File: src/rtl/breath_pwm_pkg.sv
// Shared definitions for the breathing-PWM sequencer.
// Contents: state encoding, duty limits, PWM width and saturating duty arithmetic helpers.
package breath_pwm_pkg;

   localparam logic [2:0] IDLE    = 3'd0;
   localparam logic [2:0] UP      = 3'd1;
   localparam logic [2:0] HOLD_HI = 3'd2;
   localparam logic [2:0] DOWN    = 3'd3;
   localparam logic [2:0] HOLD_LO = 3'd4;

   typedef enum logic [2:0] {
      StIdle   = IDLE,
      StUp     = UP,
      StHoldHi = HOLD_HI,
      StDown   = DOWN,
      StHoldLo = HOLD_LO
   } state_e;

   localparam int unsigned PWM_W    = 8;
   localparam logic [7:0]  DUTY_MAX = 8'd255;

   // 9-bit sum so the carry detects overflow; saturate at DUTY_MAX.
   function automatic logic [7:0] duty_sat_add(input logic [7:0] a, input logic [7:0] b);
      logic [8:0] sum;
      sum = {1'b0, a} + {1'b0, b};
      return sum[8] ? DUTY_MAX : sum[7:0];
   endfunction

   // Clamp at zero instead of wrapping.
   function automatic logic [7:0] duty_sat_sub(input logic [7:0] a, input logic [7:0] b);
      return (a > b) ? (a - b) : 8'd0;
   endfunction

endpackage

File: src/rtl/breath_pwm_ctrl_pwm_compare.sv
// Glitch-free PWM comparator.
// Ports:
//   clk, rst_n : clock, synchronous active-low reset
//   duty       : requested duty (may change at any time)
//   pwm_out    : registered pin drive, high for duty_act of every 256 clk
// The requested duty is only adopted at the period boundary so a period never
// mixes two duty values.
module pwm_compare
   import breath_pwm_pkg::*;
(
   input  logic             clk,
   input  logic             rst_n,
   input  logic [PWM_W-1:0] duty,
   output logic             pwm_out
);

   logic [PWM_W-1:0] pcnt_q;
   logic [PWM_W-1:0] duty_act_q;
   logic             pwm_q;

   always_ff @(posedge clk) begin
      if (!rst_n) begin
         pcnt_q     <= '0;
         duty_act_q <= '0;
         pwm_q      <= 1'b0;
      end else begin
         pcnt_q <= pcnt_q + PWM_W'(1);
         if (pcnt_q == '1) begin
            duty_act_q <= duty;
         end
         pwm_q <= (pcnt_q < duty_act_q);
      end
   end

   assign pwm_out = pwm_q;

endmodule

File: src/rtl/breath_pwm_ctrl.sv
// Breathing triangle-duty sequencer with PWM output.
// Ports:
//   clk, rst_n          : clock, synchronous active-low reset
//   start, stop         : one-cycle control pulses (stop wins)
//   div                 : ramp tick every div+1 clk
//   step                : duty change per tick (0 behaves as 1)
//   hold_hi, hold_lo    : dwell ticks at 255 / at 0
//   cycles              : up/down cycles to run, 0 = until stop
//   duty, pwm_out       : sequenced duty and pin drive
//   busy, done, phase   : status; done pulses when the cycle count completes
module breath_pwm_ctrl
   import breath_pwm_pkg::*;
#(
   parameter int unsigned DIV_W  = 16,
   parameter int unsigned HOLD_W = 8,
   parameter int unsigned CYC_W  = 8
) (
   input  logic              clk,
   input  logic              rst_n,
   input  logic              start,
   input  logic              stop,
   input  logic [DIV_W-1:0]  div,
   input  logic [7:0]        step,
   input  logic [HOLD_W-1:0] hold_hi,
   input  logic [HOLD_W-1:0] hold_lo,
   input  logic [CYC_W-1:0]  cycles,
   output logic [7:0]        duty,
   output logic              pwm_out,
   output logic              busy,
   output logic              done,
   output logic [2:0]        phase
);

   state_e            state_q, state_d;
   logic [7:0]        duty_q, duty_d;
   logic [HOLD_W-1:0] hold_q, hold_d;
   logic [CYC_W-1:0]  cyc_q, cyc_d;
   logic              done_q, done_d;
   logic [DIV_W-1:0]  presc_q;

   logic [DIV_W-1:0]  div_l;
   logic [7:0]        step_l;
   logic [HOLD_W-1:0] hold_hi_l, hold_lo_l;
   logic [CYC_W-1:0]  cycles_l;

   logic accept;
   logic tick;

   assign accept = (state_q == StIdle) && start && !stop;
   assign tick   = (state_q != StIdle) && (presc_q == div_l);

   always_comb begin
      state_d = state_q;
      duty_d  = duty_q;
      hold_d  = hold_q;
      cyc_d   = cyc_q;
      done_d  = 1'b0;
      if (state_q != StIdle && stop) begin
         state_d = StIdle;
         duty_d  = 8'd0;
      end else begin
         case (state_q)
            StIdle: begin
               if (accept) begin
                  state_d = StUp;
                  duty_d  = 8'd0;
                  cyc_d   = '0;
                  hold_d  = '0;
               end
            end
            StUp: begin
               if (tick) begin
                  duty_d = duty_sat_add(duty_q, step_l);
                  if (duty_d == DUTY_MAX) begin
                     state_d = StHoldHi;
                     hold_d  = '0;
                  end
               end
            end
            StHoldHi: begin
               if (tick) begin
                  hold_d = hold_q + HOLD_W'(1);
                  if (hold_q == hold_hi_l) begin
                     state_d = StDown;
                  end
               end
            end
            StDown: begin
               if (tick) begin
                  duty_d = duty_sat_sub(duty_q, step_l);
                  if (duty_d == 8'd0) begin
                     state_d = StHoldLo;
                     hold_d  = '0;
                  end
               end
            end
            StHoldLo: begin
               if (tick) begin
                  hold_d = hold_q + HOLD_W'(1);
                  if (hold_q == hold_lo_l) begin
                     cyc_d = cyc_q + CYC_W'(1);
                     // cycles_l == 0 lets the counter wrap forever.
                     if (cycles_l != '0 && cyc_d == cycles_l) begin
                        state_d = StIdle;
                        done_d  = 1'b1;
                     end else begin
                        state_d = StUp;
                     end
                  end
               end
            end
            default: begin
               state_d = StIdle;
               duty_d  = 8'd0;
            end
         endcase
      end
   end

   always_ff @(posedge clk) begin
      if (!rst_n) begin
         state_q   <= StIdle;
         duty_q    <= 8'd0;
         hold_q    <= '0;
         cyc_q     <= '0;
         done_q    <= 1'b0;
         presc_q   <= '0;
         div_l     <= '0;
         step_l    <= 8'd1;
         hold_hi_l <= '0;
         hold_lo_l <= '0;
         cycles_l  <= '0;
      end else begin
         state_q <= state_d;
         duty_q  <= duty_d;
         hold_q  <= hold_d;
         cyc_q   <= cyc_d;
         done_q  <= done_d;
         // Prescaler is held at zero while idle and cleared on the way back to idle.
         if (state_q == StIdle || state_d == StIdle) begin
            presc_q <= '0;
         end else if (tick) begin
            presc_q <= '0;
         end else begin
            presc_q <= presc_q + DIV_W'(1);
         end
         if (accept) begin
            div_l     <= div;
            step_l    <= (step == 8'd0) ? 8'd1 : step;
            hold_hi_l <= hold_hi;
            hold_lo_l <= hold_lo;
            cycles_l  <= cycles;
         end
      end
   end

   pwm_compare u_pwm_compare (
      .clk     (clk),
      .rst_n   (rst_n),
      .duty    (duty_q),
      .pwm_out (pwm_out)
   );

   assign duty  = duty_q;
   assign busy  = (state_q != StIdle);
   assign done  = done_q;
   assign phase = state_q;

endmodule

File: config.mk
export PLATFORM = sky130hd
export DESIGN_NAME = breath_pwm_ctrl
export DESIGN_NICKNAME = d
export VERILOG_FILES = /design/src/rtl/breath_pwm_pkg.sv /design/src/rtl/breath_pwm_ctrl_pwm_compare.sv /design/src/rtl/breath_pwm_ctrl.sv
export SDC_FILE = /design/constraint.sdc
export NUM_CORES = 1
export LEC_CHECK = 0
export CAP_MARGIN = 20
export CORE_MARGIN = 1.5
export CORE_UTILIZATION = 50
export DETAILED_ROUTE_END_ITERATION = 8
export GPL_ROUTABILITY_DRIVEN = 0
export PLACE_DENSITY_LB_ADDON = 0.1
export RECOVER_POWER = 50
export SYNTH_ARGS = -nofsm -noshare
export SYNTH_HDL_FRONTEND = slang
export SYNTH_SLANG_ARGS = --single-unit
File: constraint.sdc
create_clock -name clk -period 3 [get_ports clk]
set_clock_uncertainty 0.05 [all_clocks]
set_input_delay 0.6 -clock clk [delete_from_list [all_inputs] [get_ports clk]]
set_output_delay 0.6 -clock clk [all_outputs]
set_load 0.01 [all_outputs]
Word-level counts from Yosys, hierarchy flattened
Index checks and enable logic that the tools add are counted.

Eq/ne operators: 18. Order comparisons: 2. Shift operators: 0. $add $sub $neg: 6. $mul: 0. Divide/modulo/power cells: 0. Reduce and logical (&&, ||, !) cells: 22. Bitwise gates (word level): 6. Multiplexer cells: 29.

Operators with widths (count): 2-to-1 mux 8 bit (13); one-hot mux 8 bit (4 select lines) (2); 2-to-1 mux 3 bit (10); adder 8 x 1 -> 8 bit, second input constant (3); equality test 8 bit (3); adder 16 x 1 -> 16 bit, second input constant (1); equality test 16 bit (1); equality test 8 bit, second input constant (2); logical NOT 8 bit (2); one-hot mux 8 bit (2 select lines) (1); one-hot mux 3 bit (5 select lines) (1); inequality test 2 bit, second input constant (7); adder 8 x 8 -> 9 bit (1); > comparator 8 bit (1); less-than comparator 8 bit (1); AND reduction 8 bit (1); nonzero test 8 bit (1); subtractor 8 bit (1); equality test 3 x 2 -> 1 bit, second input constant (2); logical NOT 3 bit (2); NOT 1 bit (6); logical AND 1 bit (5); AND reduction 5 bit (1); OR reduction 5 bit (1); other kinds (12) (14).

Memory bits (writable): 0. Input port bits: 52. Register bits: 109. Latch bits: 0. ROM bits: 0. Memories: 0. Output and inout bits: 14.

Longest topological paths before layout
Depth in word-level cells: 11. Gate-level depth with buffers: 12.

Cells and area by module
A second synthesis with hierarchy kept.

Cells, all modules: 778. Area total of the unflattened synthesis: 6199.7 sq um.

By module, submodules not included: breath_pwm_ctrl (cells an instance 686, area each 5366.4 sq um, seq. area each 1841.8 sq um, instances 1); pwm_compare (cells an instance 92, area each 833.3 sq um, seq. area each 340.3 sq um, instances 1).

Least setup slack after synthesis
OpenSTA, ideal clock, no wires.

Path kind: register -> register. From: register duty_q[0] (netlist: duty[0]). To: register hold_q[5]. Slack: -0.252 ns. Data required time: 2.880 ns. Period minus slack after synthesis: 3.252 ns. Cell stages (with the launch flop): 12. Path buffers: 0. Data arrival time: 3.132 ns. Cell sequence: dfxtp_1 inv_1 ha_1 fa_1 nand2b_1 a211oi_2 nor4_1 a311oi_1 a41oi_1 or3_4 or4_1 a21oi_1.

Longest elaborated chain between the ends: 5. Elaborated cells on any way between the ends: 10. Those cells by class: 2 x add/sub; 1 x order compare; 3 x eq/ne; 2 x mux; 2 x reduce/logical.

RTL lines: start, declared (line breath_pwm_ctrl.sv:35) `logic [7:0] duty_q, duty_d;`; start signal, assigned (line breath_pwm_ctrl.sv:135) `duty_q <= duty_d;`; adder 8 x 8 -> 9 bit (tied with other cells) (line breath_pwm_pkg.sv:25) `sum = {1'b0, a} + {1'b0, b};`; 2-to-1 mux 8 bit, on equally long branches (line breath_pwm_pkg.sv:26, breath_pwm_pkg.sv:31); equality test 8 bit or logical NOT 8 bit (tied branches) (line breath_pwm_ctrl.sv:74, breath_pwm_ctrl.sv:91); inequality test 2 bit (no source line); AND reduction 8 bit (no source line) (*); end signal, assigned (line breath_pwm_ctrl.sv:136) `hold_q <= hold_d;`; end, declared (line breath_pwm_ctrl.sv:36) `logic [HOLD_W-1:0] hold_q, hold_d;`.

Mark *: on every way between the ends. The rest lies on a longest branch, timed or not. A chain may end at the register's enable or synchronous reset.

Worst setup path in the final report
From: register step_l[1]. To: register hold_q[7].

Longest elaborated chain between the ends: 5. Elaborated cells on any way between the ends: 10. Those cells by class: 2 x add/sub; 1 x order compare; 3 x eq/ne; 2 x mux; 2 x reduce/logical.

RTL lines: start, declared (line breath_pwm_ctrl.sv:42) `logic [7:0] step_l;`; start signal, assigned (line breath_pwm_ctrl.sv:149) `step_l <= (step == 8'd0) ? 8'd1 : step;`; adder 8 x 8 -> 9 bit (tied with other cells) (line breath_pwm_pkg.sv:25); 2-to-1 mux 8 bit, on equally long branches (line breath_pwm_pkg.sv:26, breath_pwm_pkg.sv:31); equality test 8 bit or logical NOT 8 bit (tied branches) (line breath_pwm_ctrl.sv:74, breath_pwm_ctrl.sv:91); inequality test 2 bit (no source line); AND reduction 8 bit (no source line) (*).

Marked as above.

==> results.md <==
Timing
- final critical path time including I/O delays and setup: 3.18 ns
- unrepaired setup endpoints after global routing: yes
- hold_ws: 0.430 ns
- highest clock rate: 315 MHz
- slew at the pin closest to its max-slew limit: 0.977 ns
- Hold Vio Cnt, Final: 0
- worst setup slack after layout: -0.176 ns
- Setup Viol. Count Final: 8
- final worst-path cycle share: 1.06
- remaining max-slew budget at the tightest pin: 0.349
- number of pins exceeding their max-slew limit in the final report: 0

Clocking
- worst skew pair latency: 0.36 ns
- clk slew on worst S/H paths: 0.08 ns
- CTS tree: done
- sinks on the clock net: 109
- number of hold-repair buffers added at the cts stage: 0
- clock tree root driver cell: sky130_fd_sc_hd__clkbuf_16
- Max H-tree Level: 3
- CTS Buf Count: 9
- buffer levels on the longest clock path: 2

Drt
- routed wire length: 16600 microns
- first-pass iteration count of the detailed router: 5
- Iteration-0 DRC Markers: 328
- post-DR wirelength/cell: 16.4 microns
- detailed-route via count: 5819
- vias per cell: 5.74
- DRC: 0
- post-route ant nets: 0

Pwr
- combinational share of power: 0.206
- net switching component of the power: 1000 uW
- largest voltage drop on the vdd net: 406 uV
- cell-internal power: 2500 uW
- switching power share of the total: 0.286
- total power divided by cell area: 448 nW/um^2
- Clock Power Share: 0.353
- Leak Pwr: 0.00296 uW
- share of total power in sequential cells: 0.441

Finish
- # nets final: 943
- most common cell after layout, fill and taps aside: sky130_fd_sc_hd__nand2_1
- antenna diode count: 0
- Syn-to-layout area delta: 26.3%
- share of final-layout standard cells stronger than drive strength 1: 0.127
- most frequent cells in the layout: 122 x sky130_fd_sc_hd__nand2_1, 106 x sky130_fd_sc_hd__dfxtp_1, 54 x sky130_fd_sc_hd__nor2_1
- non-filler instance count after layout: 1014

Flow run
- number of max-cap violations: 0

Placed design
- buffers added on ports: 65
- Post-Place Cells: 990
- half-perimeter wire length after placement: 11900 microns

Synthesis
- ys async rst share: 0
- flops & latches, synth: 109
- YS warnings: 0
- Synth Instances: 762
- sequential element share of the synthesized area: 0.353
- ys flop type: sky130_fd_sc_hd__dfxtp_1
- post-synthesis instance area: 6180 sq um
- total nets after synthesis: 843
- Post-synth EDFFs: 0
- Yosys cell types: 60
- Mean Syn Cell Area: 8.11 sq um

Run status
- result of the run: complete, but fails checks
- violations in the final reports: negative setup slack

Setup path
- maximum net fanout on the critical path: 7
- ordered list of cells on the worst path: buf_4 -> buf_4 -> fa_2 -> nand4b_1 -> nor4_2 -> buf_4 -> a311oi_2 -> or3_4 -> or4_4 -> a21oi_2
- cell repeated most along the worst path: sky130_fd_sc_hd__buf_4
- Crit Path Class: reg -> reg
- worst stage delay on the critical path: 0.54 ns
- Worst setup EP type: flip-flop
- data arrival time of the critical path: 3.42 ns
- critical path required time: 3.25 ns
- Worst Setup Start Kind: flip-flop
- cell at the slowest stage of the critical path: sky130_fd_sc_hd__fa_2

Die
- Starting Density: 0.514
- Rows: 40
- Die Y-Extent: 114 microns
- io pins: 66
- Core Area: 12000 sq um
- Die X: 114 microns
- Die Area: 13000 sq um

Global routing
- Overflow after GRT: 0
- wire length of the first global-routing pass: 27000 microns
- Total Routing Usage GR: 0.260
- pin count of the biggest net entering global routing: 57
- number of global-route vias before repair: 5669
- initial antenna violation count: 0

Hold path
- Hold WC Path Type: reg -> reg

==> flip-flops by register name (all words and copies together) (netlist names), 3 cells and up <==
| register | count |
|---|---|
| u_pwm_compare.duty_act_q | 8 |
| cyc_q | 8 |
| u_pwm_compare.pcnt_q | 8 |
| div_l | 16 |
| hold_hi_l | 8 |
| duty | 8 |
| phase | 3 |
| hold_lo_l | 8 |
| step_l | 8 |
| hold_q | 8 |
| presc_q | 16 |
| cycles_l | 8 |
==> cells in the mapped netlist (all sizes together) (11+ instances only) <==
| cell type | number | share of area |
|---|---|---|
| and2 | 12 | 0.012 |
| xor2 | 21 | 0.030 |
| nor2b | 18 | 0.018 |
| o21ai | 34 | 0.028 |
| or3 | 12 | 0.013 |
| nand2 | 122 | 0.074 |
| xnor2 | 40 | 0.057 |
| ha | 27 | 0.055 |
| inv | 29 | 0.018 |
| clkbuf | 26 | 0.016 |
| nor3 | 15 | 0.012 |
| a21boi | 50 | 0.061 |
| nand4 | 14 | 0.014 |
| nand2b | 13 | 0.014 |
| mux2i | 11 | 0.018 |
| nand3 | 20 | 0.016 |
| a21oi | 36 | 0.029 |
| nor2 | 54 | 0.033 |
| dfxtp | 109 | 0.35 |
==> layer usage <==
metal / routed length [microns] / vias to the layer above / GRT usage
met5: 0 / - / 0
met4: 469 / 0 / 0.110
met3: 981 / 51 / 0.0513
met2: 7990 / 179 / 0.439
met1: 7200 / 2737 / 0.324
li1: - / 2852 / -
==> path summary, 6_finish.rpt <==
kind,startpoint,to,slack (ns),depth (start not counted)
setup / recovery,step_l[1],hold_q[7],-0.18,10
hold / removal,u_pwm_compare.pcnt_q[0],u_pwm_compare.pcnt_q[0],0.43,1
setup reg to reg,step_l[1],hold_q[7],-0.18,10
hold reg to reg,u_pwm_compare.pcnt_q[0],u_pwm_compare.pcnt_q[0],0.43,1
==> cell type report <==
type,instances,area (sq um)
multi-input combinational,593,3960
timing repair buffer,120,1060
tap,147,184
fill,1038,4210
clock inverter,7,80.1
inverter,29,109
clock buffer,9,225
sequential,109,2190
==> metrics by stage <==
| stage | setup WS, ns | setup TNS (ns) | instance area [sq um] | power, uW | util |
|---|---|---|---|---|---|
| final | -0.176 | -0.954 | 7800 | 3500 | 0.650 |
| after global routing | -0.227 | -1.58 | 7800 | 3640 | 0.650 |
| after CTS | -0.0220 | -0.0247 | 7670 | 3470 | 0.638 |
| after detailed placement | -0.154 | -0.961 | 7270 | 2220 | 0.605 |
| after global placement | -0.0897 | -0.390 | 7270 | 2200 | 0.605 |
| after floorplan | 0.0169 | 0 | 6210 | 1960 | - |
==> power by group through the flow <==
stage	clock (uW)	combinational [uW]	sequential [uW]
floorplan	0	384	1570
global placement	0	631	1570
detailed placement	0	646	1580
CTS	1250	678	1540
global route	1310	782	1550
finish	1230	721	1540
==> critical path, delay by kind of cell, from the launching register on <==
family,cells,cell delay [ns]
AND/OR/NAND/NOR,4,1.43
adder cells (fa/ha/maj),1,0.54
buffers and inverters,3,0.47
flip-flops,1,0.32
AO/OA/AOI/OAI,2,0.30
==> cells by family after synthesis <==
| logic type | count (synthesis) | synth area share |
|---|---|---|
| flip-flops | 109 | 0.353 |
| XOR/XNOR | 61 | 0.0865 |
| AO/OA/AOI/OAI | 178 | 0.196 |
| multiplexers | 11 | 0.0178 |
| buffers and inverters | 61 | 0.0389 |
| AND/OR/NAND/NOR | 313 | 0.247 |
| adder cells (fa/ha/maj) | 29 | 0.0611 |
==> timing repair <==
action,CTS,global route
pin swaps,7,9
gates resized for setup,10,20
setup buffers,3,4
cloned,1,0
setup endpoints to repair,8,9
(Power assumes the default switching activity.)
